==> config.mk <==
export PLATFORM = sky130hd
export DESIGN_NAME = instr_fetch_flat
export DESIGN_NICKNAME = d
export VERILOG_FILES = /design/src/rtl/mini_mips_pkg.sv /design/src/rtl/instr_fetch_if.sv /design/src/rtl/pc_reg.sv /design/src/rtl/instr_fetch.sv /design/src/flat_wrapper.sv
export SDC_FILE = /design/constraint.sdc
export NUM_CORES = 1
export LEC_CHECK = 0
export CAP_MARGIN = 5
export CORE_UTILIZATION = 30
export DETAILED_ROUTE_END_ITERATION = 10
export PLACE_DENSITY_LB_ADDON = 0.15
export SETUP_SLACK_MARGIN = 0.4
export SLEW_MARGIN = 10
export SYNTH_ARGS = -nofsm -noshare
export SYNTH_HDL_FRONTEND = slang
export SYNTH_SLANG_ARGS = --single-unit
==> constraint.sdc <==
create_clock -name clk -period 2.1 [get_ports clk]
set_clock_uncertainty 0.15 [all_clocks]
set_input_delay 0.315 -clock clk [delete_from_list [all_inputs] [get_ports clk]]
set_output_delay 0.315 -clock clk [all_outputs]
set_load 0.05 [all_outputs]
==> src/rtl/mini_mips_pkg.sv <==
// Shared mini-MIPS definitions: controller opcodes, instruction field layout,
// fetch FSM encoding and small decode helpers.
package mini_mips_pkg;

    localparam logic [3:0] OP_RTYPE = 4'b0000;
    localparam logic [3:0] OP_ADDI  = 4'b0001;
    localparam logic [3:0] OP_ANDI  = 4'b0010;
    localparam logic [3:0] OP_ORI   = 4'b0011;
    localparam logic [3:0] OP_LW    = 4'b0100;
    localparam logic [3:0] OP_SW    = 4'b0101;
    localparam logic [3:0] OP_BEQ   = 4'b0110;
    localparam logic [3:0] OP_BNE   = 4'b0111;
    localparam logic [3:0] OP_J     = 4'b1000;
    localparam logic [3:0] OP_JAL   = 4'b1001;
    localparam logic [3:0] OP_LUI   = 4'b1010;
    localparam logic [3:0] OP_SLTI  = 4'b1011;
    localparam logic [3:0] OP_XORI  = 4'b1100;
    localparam logic [3:0] OP_JR    = 4'b1101;
    localparam logic [3:0] OP_NOP   = 4'b1110;
    localparam logic [3:0] OP_HALT  = 4'b1111;

    localparam int INSTR_W   = 16;
    localparam int OPC_MSB   = 15;
    localparam int OPC_LSB   = 12;
    localparam int RS_MSB    = 11;
    localparam int RS_LSB    = 9;
    localparam int RT_MSB    = 8;
    localparam int RT_LSB    = 6;
    localparam int RD_MSB    = 5;
    localparam int RD_LSB    = 3;
    localparam int FUNCT_MSB = 2;
    localparam int FUNCT_LSB = 0;
    localparam int IMM6_MSB  = 5;
    localparam int IMM6_LSB  = 0;

    localparam logic [1:0] ST_FILL = 2'b00;
    localparam logic [1:0] ST_RUN  = 2'b01;
    localparam logic [1:0] ST_HALT = 2'b10;

    typedef logic [INSTR_W-1:0] instr_t;

    typedef struct packed {
        logic [3:0] opcode;
        logic [2:0] rs;
        logic [2:0] rt;
        logic [2:0] rd;
        logic [2:0] funct;
        logic [5:0] imm6;
    } decode_t;

    // imm6 deliberately overlaps rd/funct; downstream picks whichever it needs.
    function automatic decode_t decode_instr(input instr_t w);
        decode_t d;
        d.opcode = w[OPC_MSB:OPC_LSB];
        d.rs     = w[RS_MSB:RS_LSB];
        d.rt     = w[RT_MSB:RT_LSB];
        d.rd     = w[RD_MSB:RD_LSB];
        d.funct  = w[FUNCT_MSB:FUNCT_LSB];
        d.imm6   = w[IMM6_MSB:IMM6_LSB];
        return d;
    endfunction

    function automatic decode_t nop_decode();
        decode_t d;
        d        = '0;
        d.opcode = OP_NOP;
        return d;
    endfunction

    function automatic logic is_halt_op(input logic [3:0] op);
        return op == OP_HALT;
    endfunction

endpackage

==> src/rtl/instr_fetch_if.sv <==
// Fetch-stage bundle: redirect/stall controls, instruction-memory port and
// decoded instruction fields. master = fetch unit, slave = its surroundings.
interface instr_fetch_if #(
    parameter int PC_W = 8
);
    logic            stall;
    logic            branch_taken;
    logic [PC_W-1:0] branch_target;
    logic [PC_W-1:0] imem_addr;
    logic [15:0]     imem_rdata;
    logic [3:0]      opcode;
    logic [2:0]      rs;
    logic [2:0]      rt;
    logic [2:0]      rd;
    logic [2:0]      funct;
    logic [5:0]      imm6;
    logic [PC_W-1:0] pc_out;
    logic            valid;
    logic            halted;

    modport master (
        input  stall, branch_taken, branch_target, imem_rdata,
        output imem_addr, opcode, rs, rt, rd, funct, imm6, pc_out, valid, halted
    );

    modport slave (
        output stall, branch_taken, branch_target, imem_rdata,
        input  imem_addr, opcode, rs, rt, rd, funct, imm6, pc_out, valid, halted
    );
endinterface

==> src/rtl/pc_reg.sv <==
// Program counter with hold and load: next value is hold ? pc : load ? load_val : pc+1,
// exported combinationally so it can address a synchronous-read memory.
module pc_reg #(
    parameter int PC_W = 8
) (
    input  logic            clk,
    input  logic            rst_n,
    input  logic            hold,
    input  logic            load,
    input  logic [PC_W-1:0] load_val,
    output logic [PC_W-1:0] pc,
    output logic [PC_W-1:0] pc_next
);
    logic [PC_W-1:0] cur_pc_reg;

    // Increment wraps naturally modulo 2^PC_W.
    always_comb begin
        pc_next = cur_pc_reg + PC_W'(1);
        if (hold) begin
            pc_next = cur_pc_reg;
        end else if (load) begin
            pc_next = load_val;
        end
    end

    always_ff @(posedge clk or negedge rst_n) begin
        if (!rst_n) begin
            cur_pc_reg <= '0;
        end else begin
            cur_pc_reg <= pc_next;
        end
    end

    assign pc = cur_pc_reg;

endmodule

==> src/rtl/instr_fetch.sv <==
// Instruction fetch/decode front end: FILL -> RUN -> HALT sequencer, PC steering
// and field decode of the word returned by an external 1-cycle-latency memory.
module instr_fetch
    import mini_mips_pkg::*;
#(
    parameter int PC_W = 8
) (
    input  logic          clk,
    input  logic          rst_n,
    instr_fetch_if.master bus
);
    logic [1:0]      state_reg;
    logic [1:0]      state_next;
    logic            in_run;
    logic            in_halt;
    logic            halt_now;
    logic            pc_hold;
    logic [PC_W-1:0] pc;
    logic [PC_W-1:0] pc_next;
    decode_t         dec_raw;
    decode_t         dec_out;

    assign in_run  = (state_reg == ST_RUN);
    assign in_halt = (state_reg == ST_HALT);

    assign dec_raw  = decode_instr(bus.imem_rdata);
    assign halt_now = in_run && is_halt_op(dec_raw.opcode) && !bus.stall;

    // FILL only ever follows reset, so holding there keeps pc and imem_addr at 0.
    // Holding on halt_now makes HALT beat a same-cycle branch.
    assign pc_hold = !in_run || bus.stall || halt_now;

    pc_reg #(
        .PC_W (PC_W)
    ) u_pc_reg (
        .clk      (clk),
        .rst_n    (rst_n),
        .hold     (pc_hold),
        .load     (bus.branch_taken),
        .load_val (bus.branch_target),
        .pc       (pc),
        .pc_next  (pc_next)
    );

    always_comb begin
        state_next = state_reg;
        case (state_reg)
            ST_FILL: state_next = ST_RUN;
            ST_RUN:  state_next = halt_now ? ST_HALT : ST_RUN;
            ST_HALT: state_next = ST_HALT;
            default: state_next = ST_FILL;
        endcase
    end

    always_ff @(posedge clk or negedge rst_n) begin
        if (!rst_n) begin
            state_reg <= ST_FILL;
        end else begin
            state_reg <= state_next;
        end
    end

    assign dec_out = in_run ? dec_raw : nop_decode();

    assign bus.imem_addr = pc_next;
    assign bus.opcode    = dec_out.opcode;
    assign bus.rs        = dec_out.rs;
    assign bus.rt        = dec_out.rt;
    assign bus.rd        = dec_out.rd;
    assign bus.funct     = dec_out.funct;
    assign bus.imm6      = dec_out.imm6;
    assign bus.pc_out    = pc;
    assign bus.valid     = in_run;
    assign bus.halted    = in_halt;

endmodule

==> src/flat_wrapper.sv <==
// flat-port wrapper written by rule: the top's interface ports become plain ports
module instr_fetch_flat import mini_mips_pkg::*;
#(
    parameter int PC_W = 8
)
  (clk, rst_n, bus_stall, bus_branch_taken, bus_branch_target, bus_imem_rdata, bus_imem_addr, bus_opcode, bus_rs, bus_rt, bus_rd, bus_funct, bus_imm6, bus_pc_out, bus_valid, bus_halted);
  instr_fetch_if #(.PC_W(PC_W)) bus_i ();
  input  logic clk;
  input  logic rst_n;
  input wire logic [$bits(bus_i.stall)-1:0] bus_stall;
  input wire logic [$bits(bus_i.branch_taken)-1:0] bus_branch_taken;
  input wire logic [$bits(bus_i.branch_target)-1:0] bus_branch_target;
  input wire logic [$bits(bus_i.imem_rdata)-1:0] bus_imem_rdata;
  output wire logic [$bits(bus_i.imem_addr)-1:0] bus_imem_addr;
  output wire logic [$bits(bus_i.opcode)-1:0] bus_opcode;
  output wire logic [$bits(bus_i.rs)-1:0] bus_rs;
  output wire logic [$bits(bus_i.rt)-1:0] bus_rt;
  output wire logic [$bits(bus_i.rd)-1:0] bus_rd;
  output wire logic [$bits(bus_i.funct)-1:0] bus_funct;
  output wire logic [$bits(bus_i.imm6)-1:0] bus_imm6;
  output wire logic [$bits(bus_i.pc_out)-1:0] bus_pc_out;
  output wire logic [$bits(bus_i.valid)-1:0] bus_valid;
  output wire logic [$bits(bus_i.halted)-1:0] bus_halted;
  assign bus_i.stall = bus_stall;
  assign bus_i.branch_taken = bus_branch_taken;
  assign bus_i.branch_target = bus_branch_target;
  assign bus_i.imem_rdata = bus_imem_rdata;
  assign bus_imem_addr = bus_i.imem_addr;
  assign bus_opcode = bus_i.opcode;
  assign bus_rs = bus_i.rs;
  assign bus_rt = bus_i.rt;
  assign bus_rd = bus_i.rd;
  assign bus_funct = bus_i.funct;
  assign bus_imm6 = bus_i.imm6;
  assign bus_pc_out = bus_i.pc_out;
  assign bus_valid = bus_i.valid;
  assign bus_halted = bus_i.halted;
  instr_fetch #(.PC_W(PC_W)) u_core (.clk(clk), .rst_n(rst_n), .bus(bus_i));
endmodule
==> metrics.csv, run 1 <==
stage,metric,value,unit
logic_synthesis,Mapped Area,741,um^2
logic_synthesis,Synth cell types,33,
die,Die Span Y,51.7,um
placement,Routability Congestion,0.792,
logic_synthesis,ranking of synthesized cells by area,"dfrtp_1 (34%), and2_1 (11%), buf_4 (7.1%)",
logic_synthesis,post-synthesis sequential area ratio,0.338,
timing,worst ep type,primary output,
placement,HPWL after DPL,2.21,mm
outcome,failing step,global routing,
logic_synthesis,Yosys warning count,0,
die,Die Wd,51.7,um
clocking,clk sinks,10,
global_route,largest net degree at the start of global routing,11,
logic_synthesis,adder-cell share of the synthesized area,0.0169,
placement,"Cell Area, Placed",0.00185,mm^2
logic_synthesis,Yosys top cell by area,dfrtp_1,
die,Initial Util,0.325,
placement,pre-CTS setup slack,-0.196,ns
logic_synthesis,post-synthesis mux area share,0.0135,
logic_synthesis,syn nets,115,
outcome,error message,"[ERROR DPL-0038] Utilization greater than 100%, impossible to legalize",
logic_synthesis,simple logic cell fraction of the synthesized area,0.307,
logic_synthesis,largest family of logic cells by synthesized area,simple AND/OR/NAND/NOR gates,
die,I/O pins,68,
outcome,status,did not finish,
logic_synthesis,Post-Synthesis Cells,86,
clocking,Max clock buf depth,2,
logic_synthesis,count of state elements after synthesis,10,
die,Std-Cell Rows,17,
logic_synthesis,Synth Area per Inst,8.61,um^2
clocking,CTS H-tree depth,1,
logic_synthesis,Synth Area in Compound Gates,0.213,
placement,Port Buf Inserts,67,
logic_synthesis,xor and xnor fraction of the mapped netlist area,0,
clocking,cts bufs inserted,3,
timing,worst endpoint after global-route timing repair,bus_imem_addr[5],
logic_synthesis,area share of the largest cell type after synthesis,0.338,
placement,placed insts,177,
clocking,"Hold-fix buffers, CTS",0,
clocking,CTS root buf,clkbuf_4,
synth_stat cells:
cell type / instances
nor2_1: 4
nor4_1: 1
buf_2: 3
nor3b_1: 1
nor2b_4: 1
a22oi_1: 1
nand4_1: 2
and3_1: 2
o22ai_1: 1
or2b_1: 3
a21o_1: 1
ha_1: 1
buf_6: 1
o21ai_2: 1
a21boi_0: 1
a31oi_1: 1
nand3b_1: 1
dfrtp_1: 10
nand2_1: 4
o211ai_1: 1
mux2i_1: 1
a31o_2: 1
a22o_1: 1
a21oi_1: 7
inv_1: 1
nor4b_1: 1
o2bb2ai_1: 1
o21ai_0: 9
and2_1: 13
and2b_1: 1
nand3_1: 1
buf_4: 7
and3b_4: 1
cells by family after synthesis:
group | after synthesis
DFF | 10
muxes | 1
and+or+nand+nor | 36
AOI/OAI and AO/OA | 26
adders and majority gates | 1
buffers and inverters | 12
metrics by stage:
stage	setup TNS, ns	util
after CTS	-0.00578	0.955
after floorplan	0	-
after detailed placement	-1.03	0.813
after global placement	-0.681	0.813
repair_timing:
action | 4_1_cts
setup endpoints to repair | 38
buffers inserted | 18
gates cloned | 1
pin swaps | 13
gates resized for setup | 58
==> inputs of run 2 (changes only) <==
- CORE_AREA: not set -> 2 2 63 65
- CORE_UTILIZATION: 30 -> not set
- DIE_AREA: not set -> 0 0 65 67
- SETUP_SLACK_MARGIN: 0.4 -> not set
==> metrics.csv, run 2 <==
stage,metric,value,unit
global_route,initial antenna violation count,0,
final_layout,ANT cells,0,
placement,HPWL after DPL,2.15,mm
timing,"Slew Viols, Final",0,
logic_synthesis,ranking of synthesized cells by area,"dfrtp_1 (34%), and2_1 (11%), buf_4 (7.1%)",
placement,pre-CTS setup slack,-0.0620,ns
timing,count of final hold-check violations,0,
timing,final setup fails,1,
flow_run,max_cap viols,0,
final_layout,Reg area,255,um^2
placement,Routability Congestion,0.754,
final_layout,# fillers,324,
setup_path,Worst Reg2Reg Path Length in Cells,5,
logic_synthesis,post-synthesis sequential area ratio,0.338,
logic_synthesis,Synth Area per Inst,8.61,um^2
global_route,GR Util All Layers,0.127,
placement,"Cell Area, Placed",0.00179,mm^2
logic_synthesis,"EDFF count, synth",0,
outcome,failing checks,setup timing,
drt,WL per Instance,12.9,um
setup_path,Reg2Reg Setup Slack,0.56,ns
clocking,cts bufs inserted,3,
clocking,CTS root buf,clkbuf_8,
timing,worst-margin pin slew,0.517,ns
pwr,Cell Pwr Density,726,mW/mm^2
global_route,largest net degree at the start of global routing,12,
drt,vias,899,
setup_path,worst-path maximum fanout,3,
logic_synthesis,count of state elements after synthesis,10,
drt,final WL,2.68,mm
die,core area,0.00361,mm^2
logic_synthesis,Yosys warning count,0,
timing,RSZ-0062 raised after global routing,yes,
placement,Port Buf Inserts,67,
die,Std-Cell Rows,22,
clocking,Worst-Skew Late Latency,0.23,ns
clocking,clk sinks,10,
final_layout,"Design Area, Final",0.00197,mm^2
drt,Iter 0 DRT Violations,9,
hold_path,hold crit path type,in2async,
placement,placed insts,197,
logic_synthesis,ys flop type,dfrtp_1,
final_layout,most frequent cells in the layout,"buf_12 (31), clkdlybuf4s50_1 (27), buf_4 (13)",
clocking,Max clock buf depth,2,
final_layout,synthesis-to-finish area growth,166,%
final_layout,max reg flops,8,
logic_synthesis,Async SR Flop Fraction,1.00,
setup_path,CP startpoint kind,flop,
timing,final critical-path required period,2.11,ns
drt,final antenna-violating net count,0,
setup_path,worst flop-to-flop path endpoint,u_core.u_pc_reg.pc[6]$_DFF_PN0_,
final_layout,area of the multi-input gates,522,um^2
setup_path,Setup CP Type,reg2out,
clocking,Clock transition at path regs,0.05,ns
drt,first drt pass iteration count,4,
logic_synthesis,Mapped Area,741,um^2
final_layout,final cell count without fillers,207,
timing,fmax,0.474,GHz
setup_path,crit path DAT,1.64,ns
outcome,status,finished with violations,
timing,Hold WS,0.256,ns
global_route,vias in the first global route,888,
final_layout,share of cells above drive strength 1,0.472,
logic_synthesis,synth cell count leaders,"and2_1 (13), dfrtp_1 (10), o21ai_0 (9), a21oi_1 (7), buf_4 (7)",
pwr,worst ir drop on vdd,0.000469,V
logic_synthesis,area share of the largest cell type after synthesis,0.338,
timing,worst setup margin,-0.00899,ns
drt,Via-to-Cell Ratio,4.34,
logic_synthesis,Yosys top cell by area,dfrtp_1,
die,full die area,0.00436,mm^2
die,I/O pins,68,
timing,relative slew slack,0.654,
pwr,Leak Pwr,0.866,nW
setup_path,Crit path required time,1.63,ns
global_route,total global routing overflow,0,
logic_synthesis,most common cell in the netlist,and2_1,
global_route,first-pass GRT wire length,4.19,mm
logic_synthesis,Post-Synthesis Cells,86,
timing,Tcrit/Tclk final,1.00,
final_layout,final net count,189,
logic_synthesis,Synth cell types,33,
setup_path,CP endpoint kind,output pin,
final_layout,"commonest non-fill, non-tap cell in the layout",buf_12,
die,Die Span Y,67,um
drt,DRC viols,0,
logic_synthesis,syn nets,115,
clocking,CTS tree,yes,
die,Initial Util,0.205,
die,Die Wd,65,um
clocking,CTS H-tree depth,1,
setup_path,RR Startpoint,u_core.u_pc_reg.pc[0]$_DFF_PN0_,
## run 2: cell counts after synthesis
No cell type changed its count.
## run 2: cells by family (layout without fill, tap and decap cells)
logic type,after synthesis,in the layout,synth area share
mux,1,1,0.0135
compound gates,26,26,0.213
simple gates,36,36,0.307
buf+inv,12,85,0.111
fa+ha+maj,1,1,0.0169
flops,10,10,0.338
## run 2: repair_timing
| action | CTS | global route |
|---|---|---|
| pin swaps | 2 | 4 |
| hold buffers | 0 | 0 |
| setup buffers | 2 | 5 |
| setup endpoints to repair | 8 | 8 |
| gates resized for setup | 14 | 16 |
## run 2: routing by layer
layer | GRT usage | vias up | share of wire
met5 | 0 | - | 0
met4 | 0.0239 | 0 | 0.0041
met3 | 0.0389 | 2 | 0.052
met2 | 0.254 | 30 | 0.57
met1 | 0.128 | 422 | 0.37
li1 | - | 445 | -
## run 2: per-stage QoR
stage                      util  power, W  TNS (ns)
after floorplan               -  0.000730   -0.0673
after global placement    0.497   0.00116    -0.217
final                     0.547   0.00143  -0.00899
after CTS                 0.520   0.00140   -0.0191
after global routing      0.547   0.00149    -0.268
after detailed placement  0.497   0.00116    -0.361
## run 2: final cells by class
class | count | share of cell area
inverter | 1 | 0.00190
sequential | 10 | 0.129
tap | 48 | 0.0305
clock buffer | 4 | 0.0228
timing repair buffer | 80 | 0.551
multi-input combinational | 64 | 0.265
## run 2: how the worst max path moves through the flow
stage                                    startpoint                to  slack, ns  cells after the start
detailed placement               bus_imem_rdata[12]  bus_imem_addr[1]      -0.06                      7
global route          u_core.state_reg[1]$_DFF_PN0_  bus_imem_addr[5]      -0.06                      6
global placement                   bus_branch_taken  bus_imem_addr[6]      -0.05                      6
floorplan           u_core.u_pc_reg.pc[3]$_DFF_PN0_  bus_imem_addr[5]      -0.07                      4
CTS                 u_core.u_pc_reg.pc[0]$_DFF_PN0_  bus_imem_addr[6]      -0.02                      6
finish              u_core.u_pc_reg.pc[0]$_DFF_PN0_  bus_imem_addr[6]     -0.009                      6
## run 2: report_power, final
group / internal, W / leakage, nW / switching, W
Combinational: 0.000439 / 0.729 / 0.000513
Clock: 0.000133 / 0.0228 / 0.0000731
Sequential: 0.000227 / 0.115 / 0.0000472
## run 2: critical path: stages (launching register included)
cell and delay, ns:
dfrtp_2 0.42, ha_2 0.20, and3_4 0.19, a31o_4 0.25, a21oi_4 0.14, a21oi_4 0.05
buf_12 0.15
Note: power is estimated with default switching activity, not from simulation.
